--- src/rtl/reg_writeback_if.sv ---
// reg_writeback_if: ALU result and load issue/response handshakes into the writeback stage
interface reg_writeback_if #(
    parameter int WIDTH = 32
);
    logic             iAluValid;
    logic [4:0]       iAluRd;
    logic [WIDTH-1:0] iAluData;
    logic             oAluReady;
    logic             iLdIssue;
    logic [4:0]       iLdIssueRd;
    logic             iLdValid;
    logic [4:0]       iLdRd;
    logic [2:0]       iLdSize;
    logic [WIDTH-1:0] iLdData;
    logic             oLdReady;

    modport master (
        output iAluValid, iAluRd, iAluData, iLdIssue, iLdIssueRd,
               iLdValid, iLdRd, iLdSize, iLdData,
        input  oAluReady, oLdReady
    );

    modport slave (
        input  iAluValid, iAluRd, iAluData, iLdIssue, iLdIssueRd,
               iLdValid, iLdRd, iLdSize, iLdData,
        output oAluReady, oLdReady
    );
endinterface

--- src/rtl/reg_writeback.sv ---
// reg_writeback: merges ALU/load results into one registered RF write, tracks pending loads; WB_BYPASS_EN enables decode bypass
module reg_writeback #(
    parameter int WIDTH = 32
) (
    input  logic             iClk,
    input  logic             iRstN,
    reg_writeback_if.slave   bus,
    output logic [4:0]       oRD,
    output logic [WIDTH-1:0] oRD_data,
    input  logic [4:0]       iRs1,
    input  logic [4:0]       iRs2,
    input  logic [WIDTH-1:0] iRs1Data,
    input  logic [WIDTH-1:0] iRs2Data,
    output logic [WIDTH-1:0] oRs1Data,
    output logic [WIDTH-1:0] oRs2Data,
    output logic             oRs1Busy,
    output logic             oRs2Busy
);
    logic             hold_valid_q, hold_valid_d;
    logic [4:0]       hold_rd_q, hold_rd_d;
    logic [WIDTH-1:0] hold_data_q, hold_data_d;
    logic [31:0]      pending_q, pending_d;
    logic [4:0]       rd_q, rd_d;
    logic [WIDTH-1:0] rd_data_q, rd_data_d;
    logic             ready, ld_acc, alu_acc;
    logic [4:0]       wr_rd;
    logic [WIDTH-1:0] wr_data, ld_ext;
    logic             hit1, hit2;

    assign ready         = iRstN && !hold_valid_q;
    assign bus.oAluReady = ready;
    assign bus.oLdReady  = ready;
    assign ld_acc        = bus.iLdValid && ready;
    assign alu_acc       = bus.iAluValid && ready;

    // Sign/zero-extend the lane-aligned load data by funct3; unknown codes act as LW
    always_comb begin
        case (bus.iLdSize)
            3'b000:  ld_ext = WIDTH'($signed(bus.iLdData[7:0]));
            3'b001:  ld_ext = WIDTH'($signed(bus.iLdData[15:0]));
            3'b100:  ld_ext = WIDTH'(bus.iLdData[7:0]);
            3'b101:  ld_ext = WIDTH'(bus.iLdData[15:0]);
            default: ld_ext = WIDTH'($signed(bus.iLdData[31:0]));
        endcase
    end

    // Pick this cycle's write (hold > load > ALU), park a colliding ALU result, update the scoreboard
    always_comb begin
        hold_valid_d = 1'b0;
        hold_rd_d    = hold_rd_q;
        hold_data_d  = hold_data_q;
        wr_rd        = '0;
        wr_data      = '0;
        if (hold_valid_q) begin
            wr_rd   = hold_rd_q;
            wr_data = hold_data_q;
        end else if (ld_acc) begin
            wr_rd        = bus.iLdRd;
            wr_data      = ld_ext;
            hold_valid_d = alu_acc;
            hold_rd_d    = bus.iAluRd;
            hold_data_d  = bus.iAluData;
        end else if (alu_acc) begin
            wr_rd   = bus.iAluRd;
            wr_data = bus.iAluData;
        end
        rd_d      = wr_rd;
        rd_data_d = (wr_rd != '0) ? wr_data : '0;
        pending_d = pending_q;
        if (ld_acc) pending_d[bus.iLdRd] = 1'b0;
        if (bus.iLdIssue) pending_d[bus.iLdIssueRd] = 1'b1;
        pending_d[0] = 1'b0;
    end

    // State registers; reset drops the hold entry and all outstanding loads
    always_ff @(posedge iClk) begin
        if (!iRstN) begin
            hold_valid_q <= 1'b0;
            hold_rd_q    <= '0;
            hold_data_q  <= '0;
            pending_q    <= '0;
            rd_q         <= '0;
            rd_data_q    <= '0;
        end else begin
            hold_valid_q <= hold_valid_d;
            hold_rd_q    <= hold_rd_d;
            hold_data_q  <= hold_data_d;
            pending_q    <= pending_d;
            rd_q         <= rd_d;
            rd_data_q    <= rd_data_d;
        end
    end

    assign oRD      = rd_q;
    assign oRD_data = rd_data_q;
    assign hit1     = (iRs1 == rd_q) && (rd_q != '0);
    assign hit2     = (iRs2 == rd_q) && (rd_q != '0);

`ifdef WB_BYPASS_EN
    assign oRs1Data = hit1 ? rd_data_q : iRs1Data;
    assign oRs2Data = hit2 ? rd_data_q : iRs2Data;
    assign oRs1Busy = pending_q[iRs1] && (iRs1 != '0);
    assign oRs2Busy = pending_q[iRs2] && (iRs2 != '0);
`else
    assign oRs1Data = iRs1Data;
    assign oRs2Data = iRs2Data;
    assign oRs1Busy = (pending_q[iRs1] && (iRs1 != '0)) || hit1;
    assign oRs2Busy = (pending_q[iRs2] && (iRs2 != '0)) || hit2;
`endif
endmodule

--- src/flat_wrapper.sv ---
// flat-port wrapper written by rule: the top's interface ports become plain ports
module reg_writeback_flat 
#(
    parameter int WIDTH = 32
)
  (iClk, iRstN, oRD, oRD_data, iRs1, iRs2, iRs1Data, iRs2Data, oRs1Data, oRs2Data, oRs1Busy, oRs2Busy, bus_iAluValid, bus_iAluRd, bus_iAluData, bus_iLdIssue, bus_iLdIssueRd, bus_iLdValid, bus_iLdRd, bus_iLdSize, bus_iLdData, bus_oAluReady, bus_oLdReady);
  reg_writeback_if #(.WIDTH(WIDTH)) bus_i ();
  input  logic iClk;
  input  logic iRstN;
  output logic [4:0] oRD;
  output logic [WIDTH-1:0] oRD_data;
  input  logic [4:0] iRs1;
  input  logic [4:0] iRs2;
  input  logic [WIDTH-1:0] iRs1Data;
  input  logic [WIDTH-1:0] iRs2Data;
  output logic [WIDTH-1:0] oRs1Data;
  output logic [WIDTH-1:0] oRs2Data;
  output logic oRs1Busy;
  output logic oRs2Busy;
  input wire logic [$bits(bus_i.iAluValid)-1:0] bus_iAluValid;
  input wire logic [$bits(bus_i.iAluRd)-1:0] bus_iAluRd;
  input wire logic [$bits(bus_i.iAluData)-1:0] bus_iAluData;
  input wire logic [$bits(bus_i.iLdIssue)-1:0] bus_iLdIssue;
  input wire logic [$bits(bus_i.iLdIssueRd)-1:0] bus_iLdIssueRd;
  input wire logic [$bits(bus_i.iLdValid)-1:0] bus_iLdValid;
  input wire logic [$bits(bus_i.iLdRd)-1:0] bus_iLdRd;
  input wire logic [$bits(bus_i.iLdSize)-1:0] bus_iLdSize;
  input wire logic [$bits(bus_i.iLdData)-1:0] bus_iLdData;
  output wire logic [$bits(bus_i.oAluReady)-1:0] bus_oAluReady;
  output wire logic [$bits(bus_i.oLdReady)-1:0] bus_oLdReady;
  assign bus_i.iAluValid = bus_iAluValid;
  assign bus_i.iAluRd = bus_iAluRd;
  assign bus_i.iAluData = bus_iAluData;
  assign bus_i.iLdIssue = bus_iLdIssue;
  assign bus_i.iLdIssueRd = bus_iLdIssueRd;
  assign bus_i.iLdValid = bus_iLdValid;
  assign bus_i.iLdRd = bus_iLdRd;
  assign bus_i.iLdSize = bus_iLdSize;
  assign bus_i.iLdData = bus_iLdData;
  assign bus_oAluReady = bus_i.oAluReady;
  assign bus_oLdReady = bus_i.oLdReady;
  reg_writeback #(.WIDTH(WIDTH)) u_core (.iClk(iClk), .iRstN(iRstN), .bus(bus_i), .oRD(oRD), .oRD_data(oRD_data), .iRs1(iRs1), .iRs2(iRs2), .iRs1Data(iRs1Data), .iRs2Data(iRs2Data), .oRs1Data(oRs1Data), .oRs2Data(oRs2Data), .oRs1Busy(oRs1Busy), .oRs2Busy(oRs2Busy));
endmodule
--- config.mk ---
export PLATFORM = sky130hd
export DESIGN_NAME = reg_writeback_flat
export DESIGN_NICKNAME = d
export VERILOG_FILES = /design/src/rtl/reg_writeback_if.sv /design/src/rtl/reg_writeback.sv /design/src/flat_wrapper.sv
export SDC_FILE = /design/constraint.sdc
export NUM_CORES = 1
export LEC_CHECK = 0
export BUFFER_PORTS_ARGS = -buffer_cell sky130_fd_sc_hd__buf_2
export CAP_MARGIN = 20
export CORE_MARGIN = 1
export CORE_UTILIZATION = 40
export CTS_CLUSTER_DIAMETER = 150
export DETAILED_ROUTE_END_ITERATION = 8
export PLACE_DENSITY = 0.71
export SYNTH_ARGS = -nofsm -noshare
export SYNTH_HDL_FRONTEND = slang
export SYNTH_SLANG_ARGS = --single-unit
--- constraint.sdc ---
create_clock -name iClk -period 3.16 [get_ports iClk]
set_clock_uncertainty 0.2 [all_clocks]
set_input_delay 0.79 -clock iClk [delete_from_list [all_inputs] [get_ports iClk]]
set_output_delay 0.79 -clock iClk [all_outputs]
set_load 0.02 [all_outputs]
==> flow_metrics.env, run 1 <==
export IMPL_status="finished with violations"
export IMPL_violations="setup timing"
export IMPL_crit_chain="buf_8 > buf_6 > mux4_2 > mux2i_1 > nor3b_1 > or4_1 > buf_6"
export IMPL_grt_max_degree=75
export IMPL_grt_pass1_vias=4448
export IMPL_fin_hold_ws_ps=255
export IMPL_viasPerCell=5.41
export IMPL_synth_distinct_cells=46
export IMPL_overflow=0
export IMPL_grt_setup_unrepaired="true"
export IMPL_postSynthAreaPerCell_um2=8.24
export IMPL_hold_viol=0
export IMPL_start_util_pct=41.2
export IMPL_worst_path_buf_inv=3
export IMPL_netSwitchingFraction_pct=28.0
export IMPL_layout_commonest_cell="nand2_1"
export IMPL_nets=880
export IMPL_max_slew_margin_rel_pct=53.3
export IMPL_fin_tns_setup_ps=-218
export IMPL_die_height_um=119
export IMPL_power_mw=2.96
export IMPL_cp_start_kind="primary input"
export IMPL_area_growth_pct=12.8
export IMPL_ys_flop_type="dfxtp_1"
export IMPL_critPathMaxFanout=3
export IMPL_min_period_ps=3380
export IMPL_end_kind="primary output"
export IMPL_clock_root_buffer="clkbuf_16"
export IMPL_port_buffers=137
export IMPL_die_w_um=119
export IMPL_synthCells=668
export IMPL_antenna_left=0
export IMPL_ys_ff_latch=106
export IMPL_worst_path_most_repeated_cell="buf_6"
export IMPL_dpl_worst_slack_ps=-266
export IMPL_wire_per_inst_um=16.2
export IMPL_clk_pin_slew_ps=70
export IMPL_fin_util_pct=46.5
export IMPL_ys_warn_count=0
export IMPL_powerDensity_nw_per_um2=476
export IMPL_cp_data_required_time_ps=2170
export IMPL_place_hpwl_um=10200
export IMPL_firstDrtPassIters=5
export IMPL_pin_count=266
export IMPL_final_cell_mix="nand2_1 (144), buf_2 (133), dfxtp_1 (106)"
export IMPL_numCtsBuffers=9
export IMPL_seqPwrFrac_pct=48.4
export IMPL_slowest_stage="or4_1"
export IMPL_place_congestion=0.889
export IMPL_synth_edf_count=0
export IMPL_combPwrFrac_pct=14.6
export IMPL_antenna_found_initial=3
export IMPL_leakage_nw=2.71
export IMPL_path_class="primary input to primary output"
export IMPL_vias=4889
export IMPL_route_detailed_drc=0
export IMPL_intPower_mw=2.13
export IMPL_drt_initial_drc_count=341
export IMPL_cts_hold_fix_buffers=0
export IMPL_maxCapViolations=0
export IMPL_cts_max_level=3
export IMPL_clock_path_buffers=2
export IMPL_post_route_period_util_pct=107
export IMPL_ys_seq_area_share_pct=38.5
export IMPL_grt_pass1_wl_um=23100
export IMPL_clkPwrFrac_pct=36.9
export IMPL_peakVddDrop_mv=0.239
export IMPL_cts_sinks=106
export IMPL_slew_viol_final=0
export IMPL_setup_viol=1
export IMPL_die_area_um2=14200
export IMPL_rows=42
export IMPL_setup_ws_ps=-218
export IMPL_critPathMaxStageDelay_ps=540
export IMPL_power_switching_mw=0.830
export IMPL_path_delay_family="multiplexers"
export IMPL_hold_class="register to register"
export IMPL_track_usage_pct=20.4
export IMPL_coreArea_um2=13300
export IMPL_drive_gt1_share_pct=26.8
export IMPL_cts_tree="yes"
export IMPL_async_reset_ff_share_pct=0
export IMPL_routed_wl_um=14600
export IMPL_rrSetupSlack_ps=1080
export IMPL_syn_nets=829
export IMPL_syn_area_um2=5510
export IMPL_tightestPinTransition_ps=701
export IMPL_cp_data_arrival_time_ps=2390
export IMPL_max_freq_ghz=0.296
export IMPL_clk_latency_ps=350
cells in the mapped netlist, drive strengths merged, types with 5 or more instances:
cell type	count	share of area, %
a21boi	31	4.2
nor2	41	2.8
xnor2	5	0.80
nand2	145	9.9
a221oi	16	2.5
xor2	5	0.80
a222oi	16	2.9
buf	87	11
o21ai	41	3.7
dfxtp	106	39
mux4	12	5.2
nand3	39	3.5
nor3b	6	0.82
a21oi	22	2.0
clkbuf	30	2.0
mux2i	9	1.6
through the flow:
| step | cells | area, µm² |
|---|---|---|
| 2_1_floorplan | 668 | 5510 |
| 3_3_place_gp | 882 | 5860 |
| 3_5_place_dp | 882 | 5860 |
| 4_1_cts | 900 | 6200 |
| 5_1_grt | 901 | 6210 |
| 6_report | 903 | 6210 |
cell families after synthesis:
kind of cell | Yosys count | share of synthesized area [%]
and+or+nand+nor | 267 | 21.5
AOI/OAI and AO/OA | 143 | 18.1
buffers and inverters | 119 | 13.0
DFF | 106 | 38.5
muxes | 23 | 7.23
xor gates and xnor gates | 10 | 1.59
routing by layer:
metal	part of all wire (%)	vias up	global-route usage, %
li1	-	2381	-
met1	46	2306	27.1
met2	45	181	31.2
met3	7.1	19	5.51
met4	1.7	2	8.13
met5	0.089	-	0
area by class of cell:
cell class	count	area, µm²
Fill cell	1344	7140
Sequential cell	106	2120
Inverter	2	7.51
Clock buffer	9	225
Tap cell	176	220
Timing Repair Buffer	157	888
Multi-Input combinational cell	443	2680
Clock inverter	7	63.8
Antenna cell	3	7.51
worst reg2reg max path, cell delays in order (launching register included):
cell and delay [ps]:
dfxtp_1 420, nor2b_1 70, buf_4 160, nand2_2 290, or2_0 500, o21ai_0 160
a21boi_0 210
power groups by stage:
stage	registers [mW]	logic, mW	clock network, mW
3_5_place_dp	1.46	0.422	0
3_3_place_gp	1.46	0.417	0
4_1_cts	1.43	0.434	1.11
5_1_grt	1.44	0.476	1.17
6_report	1.43	0.433	1.09
2_1_floorplan	1.48	0.354	0
flip-flops by register name (all words and copies together), names as in the netlist:
register,cells
u_core.hold_data_q,32
u_core.oRD,5
u_core.hold_valid_q,1
u_core.oRD_data,32
u_core.hold_rd_q,5
u_core.pending_q,31
timing repair:
item | 4_1_cts | 5_1_grt
gates resized for setup | 18 | 2
endpoints found under the setup margin | 2 | 2
setup buffers | 2 | 0
pin swaps | 6 | 2
worst paths after layout:
kind | start | cells past startpoint | end
hold / removal | u_core.hold_rd_q[0] | 2 | u_core.hold_rd_q[0]
setup / recovery | iRs2[0] | 7 | oRs2Busy
setup reg to reg | u_core.hold_valid_q | 6 | u_core.pending_q[6]
hold reg to reg | u_core.hold_rd_q[0] | 2 | u_core.hold_rd_q[0]
Note: power is estimated with default switching activity, not from simulation.
==> run 2: changes to the inputs <==
Settings changed: PLACE_DENSITY 0.71 to 0.76.
==> flow_metrics.env, run 2 (synthesis results as in run 1) <==
export IMPL_setup_viol=1
export IMPL_die_w_um=119
export IMPL_viasPerCell=5.52
export IMPL_worstRegToRegCells=5
export IMPL_power_mw=2.94
export IMPL_clk_latency_ps=350
export IMPL_worstHoldPathCells=2
export IMPL_vias=4955
export IMPL_firstDrtPassIters=6
export IMPL_min_period_ps=3330
export IMPL_r2r_start="u_core.hold_valid_q"
export IMPL_setup_ws_ps=-166
export IMPL_hold_class="register to register"
export IMPL_grt_pass1_vias=4673
export IMPL_overflow=0
export IMPL_place_hpwl_um=10100
export IMPL_routed_wl_um=14600
export IMPL_final_area_um2=6200
export IMPL_max_freq_ghz=0.301
export IMPL_place_congestion=0.831
export IMPL_wire_per_inst_um=16.3
export IMPL_tightestPinTransition_ps=730
export IMPL_cts_tree="yes"
export IMPL_max_slew_margin_rel_pct=51.3
export IMPL_path_class="primary input to primary output"
export IMPL_hold_path_end="u_core.hold_data_q[26]"
export IMPL_cts_sinks=106
export IMPL_grt_setup_unrepaired="true"
export IMPL_fin_tns_setup_ps=-166
export IMPL_slew_viol_final=0
export IMPL_cp_start_kind="primary input"
export IMPL_track_usage_pct=20.3
export IMPL_layout_commonest_cell="nand2_1"
export IMPL_pin_count=266
export IMPL_die_area_um2=14200
export IMPL_drt_initial_drc_count=343
export IMPL_post_route_period_util_pct=105
export IMPL_fill_cells=1336
export IMPL_nets=878
export IMPL_peakVddDrop_mv=0.237
export IMPL_violations="setup timing"
export IMPL_status="finished with violations"
export IMPL_leakage_nw=2.70
export IMPL_rows=42
export IMPL_grt_max_degree=75
export IMPL_place_area_um2=5840
export IMPL_maxCapViolations=0
export IMPL_antenna_found_initial=0
export IMPL_hp_start="u_core.hold_data_q[26]"
export IMPL_cts_max_level=3
export IMPL_start_util_pct=41.2
export IMPL_drive_gt1_share_pct=26.7
export IMPL_numCtsBuffers=9
export IMPL_dpl_worst_slack_ps=-266
export IMPL_end_kind="primary output"
export IMPL_rrSetupSlack_ps=1100
export IMPL_hold_viol=0
export IMPL_cp_data_required_time_ps=2170
export IMPL_final_cell_mix="nand2_1 (144), buf_2 (131), dfxtp_1 (106)"
export IMPL_cp_data_arrival_time_ps=2340
export IMPL_diodes=0
export IMPL_cts_hold_fix_buffers=0
export IMPL_clock_root_buffer="clkbuf_16"
export IMPL_route_detailed_drc=0
export IMPL_port_buffers=137
export IMPL_clk_pin_slew_ps=60
export IMPL_area_growth_pct=12.6
export IMPL_fin_util_pct=46.4
export IMPL_powerDensity_nw_per_um2=474
export IMPL_critPathMaxFanout=3
export IMPL_clock_path_buffers=2
export IMPL_grt_pass1_wl_um=23100
export IMPL_die_height_um=119
export IMPL_antenna_left=0
export IMPL_rr_endpoint="u_core.pending_q[11]"
export IMPL_coreArea_um2=13300
==> run 2: changes by cell type in the layout (fill, tap and decap cells not counted), sizes merged <==
| cell | change |
|---|---|
| inv | -1 |
| diode | -3 |
| clkbuf | +2 |
| clkinvlp | +1 |
| buf | -2 |
| clkinv | -2 |
==> run 2: timing repair <==
item | 4_1_cts | 5_1_grt
setup endpoints to repair | 2 | 2
buffers inserted | 1 | 0
pin swaps | 6 | 4
hold endpoints to repair | 0 | 0
resized for setup | 22 | 7
==> run 2: power breakdown <==
part	switching (mW)	internal [mW]
combinational	0.256	0.181
sequential	0.0356	1.40
clock	0.505	0.562
==> run 2: cell type report <==
type	instances	area, µm²	area share, %
sequential	106	2120	34.2
clock buffer	11	243	3.92
clock inverter	5	37.5	0.606
multi-input combinational	443	2680	43.3
timing repair buffer	155	886	14.3
tap	176	220	3.55
inverter	2	7.51	0.121
==> run 2: worst max-delay path: stages <==
cell and delay [ps]:
buf_8 80, mux4_2 490, a211oi_2 230, a2111oi_2 90, or4_1 500, buf_6 150
==> run 2: layer usage <==
layer | routed length, µm | vias to the layer above | track usage (%) | part of all wire [%]
met4 | 254 | 0 | 7.66 | 1.7
met3 | 1000 | 22 | 4.45 | 6.9
met2 | 7020 | 193 | 33.4 | 48
li1 | - | 2381 | - | -
met5 | 0 | - | 0 | 0
met1 | 6340 | 2359 | 26.1 | 43
==> run 2: worst max path at each step <==
stage	endpoint	slack, ps	from
final	oRs2Busy	-170	iRs2[0]
after global routing	oRs2Busy	-230	iRs2[0]
after CTS	oRs2Busy	-140	iRs2[0]
after detailed placement	oRs2Busy	-270	iRs2[0]
after global placement	oRs2Busy	-250	iRs2[0]
after floorplan	oRs2Busy	-30	iRs2[0]
==> run 2: metrics by stage <==
stage,instances,hold slack [ps]
2_1_floorplan,668,229
5_1_grt,898,275
4_1_cts,898,258
3_3_place_gp,881,239
3_5_place_dp,881,246
6_report,898,256
==> run 3: changes to the inputs <==
--- a/config.mk
+++ b/config.mk
@@ -9,3 +9,3 @@
 export CAP_MARGIN = 20
-export CORE_MARGIN = 1
+export CORE_MARGIN = 3
 export CORE_UTILIZATION = 40
@@ -14,2 +14,3 @@
 export PLACE_DENSITY = 0.76
+export SKIP_CTS_REPAIR_TIMING = 1
 export SYNTH_ARGS = -nofsm -noshare
==> constraint.sdc (replaced) <==
create_clock -name iClk -period 3.16 [get_ports iClk]
set_clock_uncertainty 0.2 [all_clocks]
set_input_delay 0.632 -clock iClk [delete_from_list [all_inputs] [get_ports iClk]]
set_output_delay 0.632 -clock iClk [all_outputs]
set_load 0.02 [all_outputs]
==> flow_metrics.env, run 3 (synthesis results as in run 1) <==
export IMPL_cp_start_kind="primary input"
export IMPL_maxCapViolations=0
export IMPL_port_buffers=137
export IMPL_critPathMaxStageDelay_ps=560
export IMPL_track_usage_pct=18.8
export IMPL_post_route_period_util_pct=97.8
export IMPL_hold_class="register to register"
export IMPL_max_slew_margin_rel_pct=50.7
export IMPL_end_kind="primary output"
export IMPL_peakVddDrop_mv=0.330
export IMPL_dpl_worst_slack_ps=8.18
export IMPL_powerDensity_nw_per_um2=485
export IMPL_drive_gt1_share_pct=25.4
export IMPL_grt_pass1_wl_um=23000
export IMPL_cp_data_required_time_ps=2330
export IMPL_antenna_found_initial=1
export IMPL_fill_cells=1336
export IMPL_numCtsBuffers=9
export IMPL_cts_max_level=3
export IMPL_worst_path_buf_inv=2
export IMPL_setup_ws_ps=69.4
export IMPL_firstDrtPassIters=5
export IMPL_setup_viol=0
export IMPL_drt_initial_drc_count=467
export IMPL_power_mw=2.96
export IMPL_wire_per_inst_um=16.4
export IMPL_layout_commonest_cell="nand2_1"
export IMPL_critPathMaxFanout=7
export IMPL_cts_tree="yes"
export IMPL_fin_hold_ws_ps=257
export IMPL_antenna_left=0
export IMPL_status="completed"
export IMPL_clk_pin_slew_ps=80
export IMPL_clk_latency_ps=350
export IMPL_slowest_stage="mux4_1"
export IMPL_vias=4938
export IMPL_min_period_ps=3090
export IMPL_slew_viol_final=0
export IMPL_crit_chain="clkbuf_4 > mux4_1 > mux2i_1 > nor3b_1 > or4_1 > buf_2"
export IMPL_place_hpwl_um=10200
export IMPL_path_delay_family="multiplexers"
export IMPL_die_w_um=123
export IMPL_nets=870
export IMPL_clock_root_buffer="clkbuf_16"
export IMPL_path_class="primary input to primary output"
export IMPL_fin_tns_setup_ps=0
export IMPL_die_height_um=123
export IMPL_final_cell_mix="nand2_1 (144), buf_2 (136), dfxtp_1 (106)"
export IMPL_max_freq_ghz=0.324
export IMPL_grt_pass1_vias=4580
export IMPL_grt_setup_unrepaired="false"
export IMPL_area_growth_pct=10.9
export IMPL_cp_data_arrival_time_ps=2260
export IMPL_hold_viol=0
export IMPL_overflow=0
export IMPL_viasPerCell=5.52
export IMPL_start_util_pct=41.2
export IMPL_place_congestion=0.882
export IMPL_coreArea_um2=13300
export IMPL_cts_sinks=106
export IMPL_tightestPinTransition_ps=739
export IMPL_routed_wl_um=14700
export IMPL_clock_path_buffers=2
export IMPL_grt_max_degree=75
export IMPL_route_detailed_drc=0
export IMPL_leakage_nw=2.66
export IMPL_pin_count=266
export IMPL_rows=42
export IMPL_die_area_um2=15200
## run 3: cell types whose count changed in the layout (fill, tap and decap cells not counted), moves of 2 or more
cell / delta
buf_6: -8
buf_2: +5
buf_4: -5
diode_2: +4
clkinv_2: -2
clkinv_4: +2
nor2_1: +2
nor2_2: -2
## run 3: report_power, final
part | total (mW) | switching (mW) | internal, mW
logic | 0.415 | 0.249 | 0.166
clock network | 1.11 | 0.535 | 0.575
registers | 1.43 | 0.0368 | 1.40
total | 2.96 | 0.821 | 2.14
## run 3: worst paths after layout
kind	from	to	slack [ps]	depth (start not counted)
setup / recovery	iRs2[0]	oRs2Busy	70	6
hold / removal	u_core.hold_data_q[4]	u_core.hold_data_q[4]	260	2
hold reg to reg	u_core.hold_data_q[4]	u_core.hold_data_q[4]	260	2
setup reg to reg	u_core.hold_valid_q	u_core.oRD_data[29]	1080	6
## run 3: per-stage QoR
| step | instance area, µm² | instances | utilization (%) |
|---|---|---|---|
| 3_5_place_dp | 5800 | 874 | 43.4 |
| 2_1_floorplan | 5510 | 668 | - |
| 5_1_grt | 6100 | 890 | 45.7 |
| 6_report | 6110 | 894 | 45.7 |
| 3_3_place_gp | 5800 | 874 | 43.4 |
| 4_1_cts | 6100 | 890 | 45.7 |
## run 3: tightest hold or removal path, cell delays in order, from the launching register on
cell and delay, ps:
dfxtp_1 320, nand3_1 60, nand2_1 40
## run 3: metal layers
layer,track usage [%],wire length [µm],part of all wire (%)
met2,28.0,6820,46
met4,6.92,221,1.5
met1,26.1,6460,44
met3,4.94,1160,7.9
met5,0,13,0.089
## run 3: area by class of cell
class | instances | area, µm² | share of cell area (%)
Multi-Input combinational cell | 443 | 2670 | 43.7
Sequential cell | 106 | 2120 | 34.8
Timing Repair Buffer | 147 | 776 | 12.7
Clock buffer | 10 | 239 | 3.91
Tap cell | 176 | 220 | 3.61
Clock inverter | 6 | 61.3 | 1.00
Antenna cell | 4 | 10.0 | 0.164
Inverter | 2 | 7.51 | 0.123
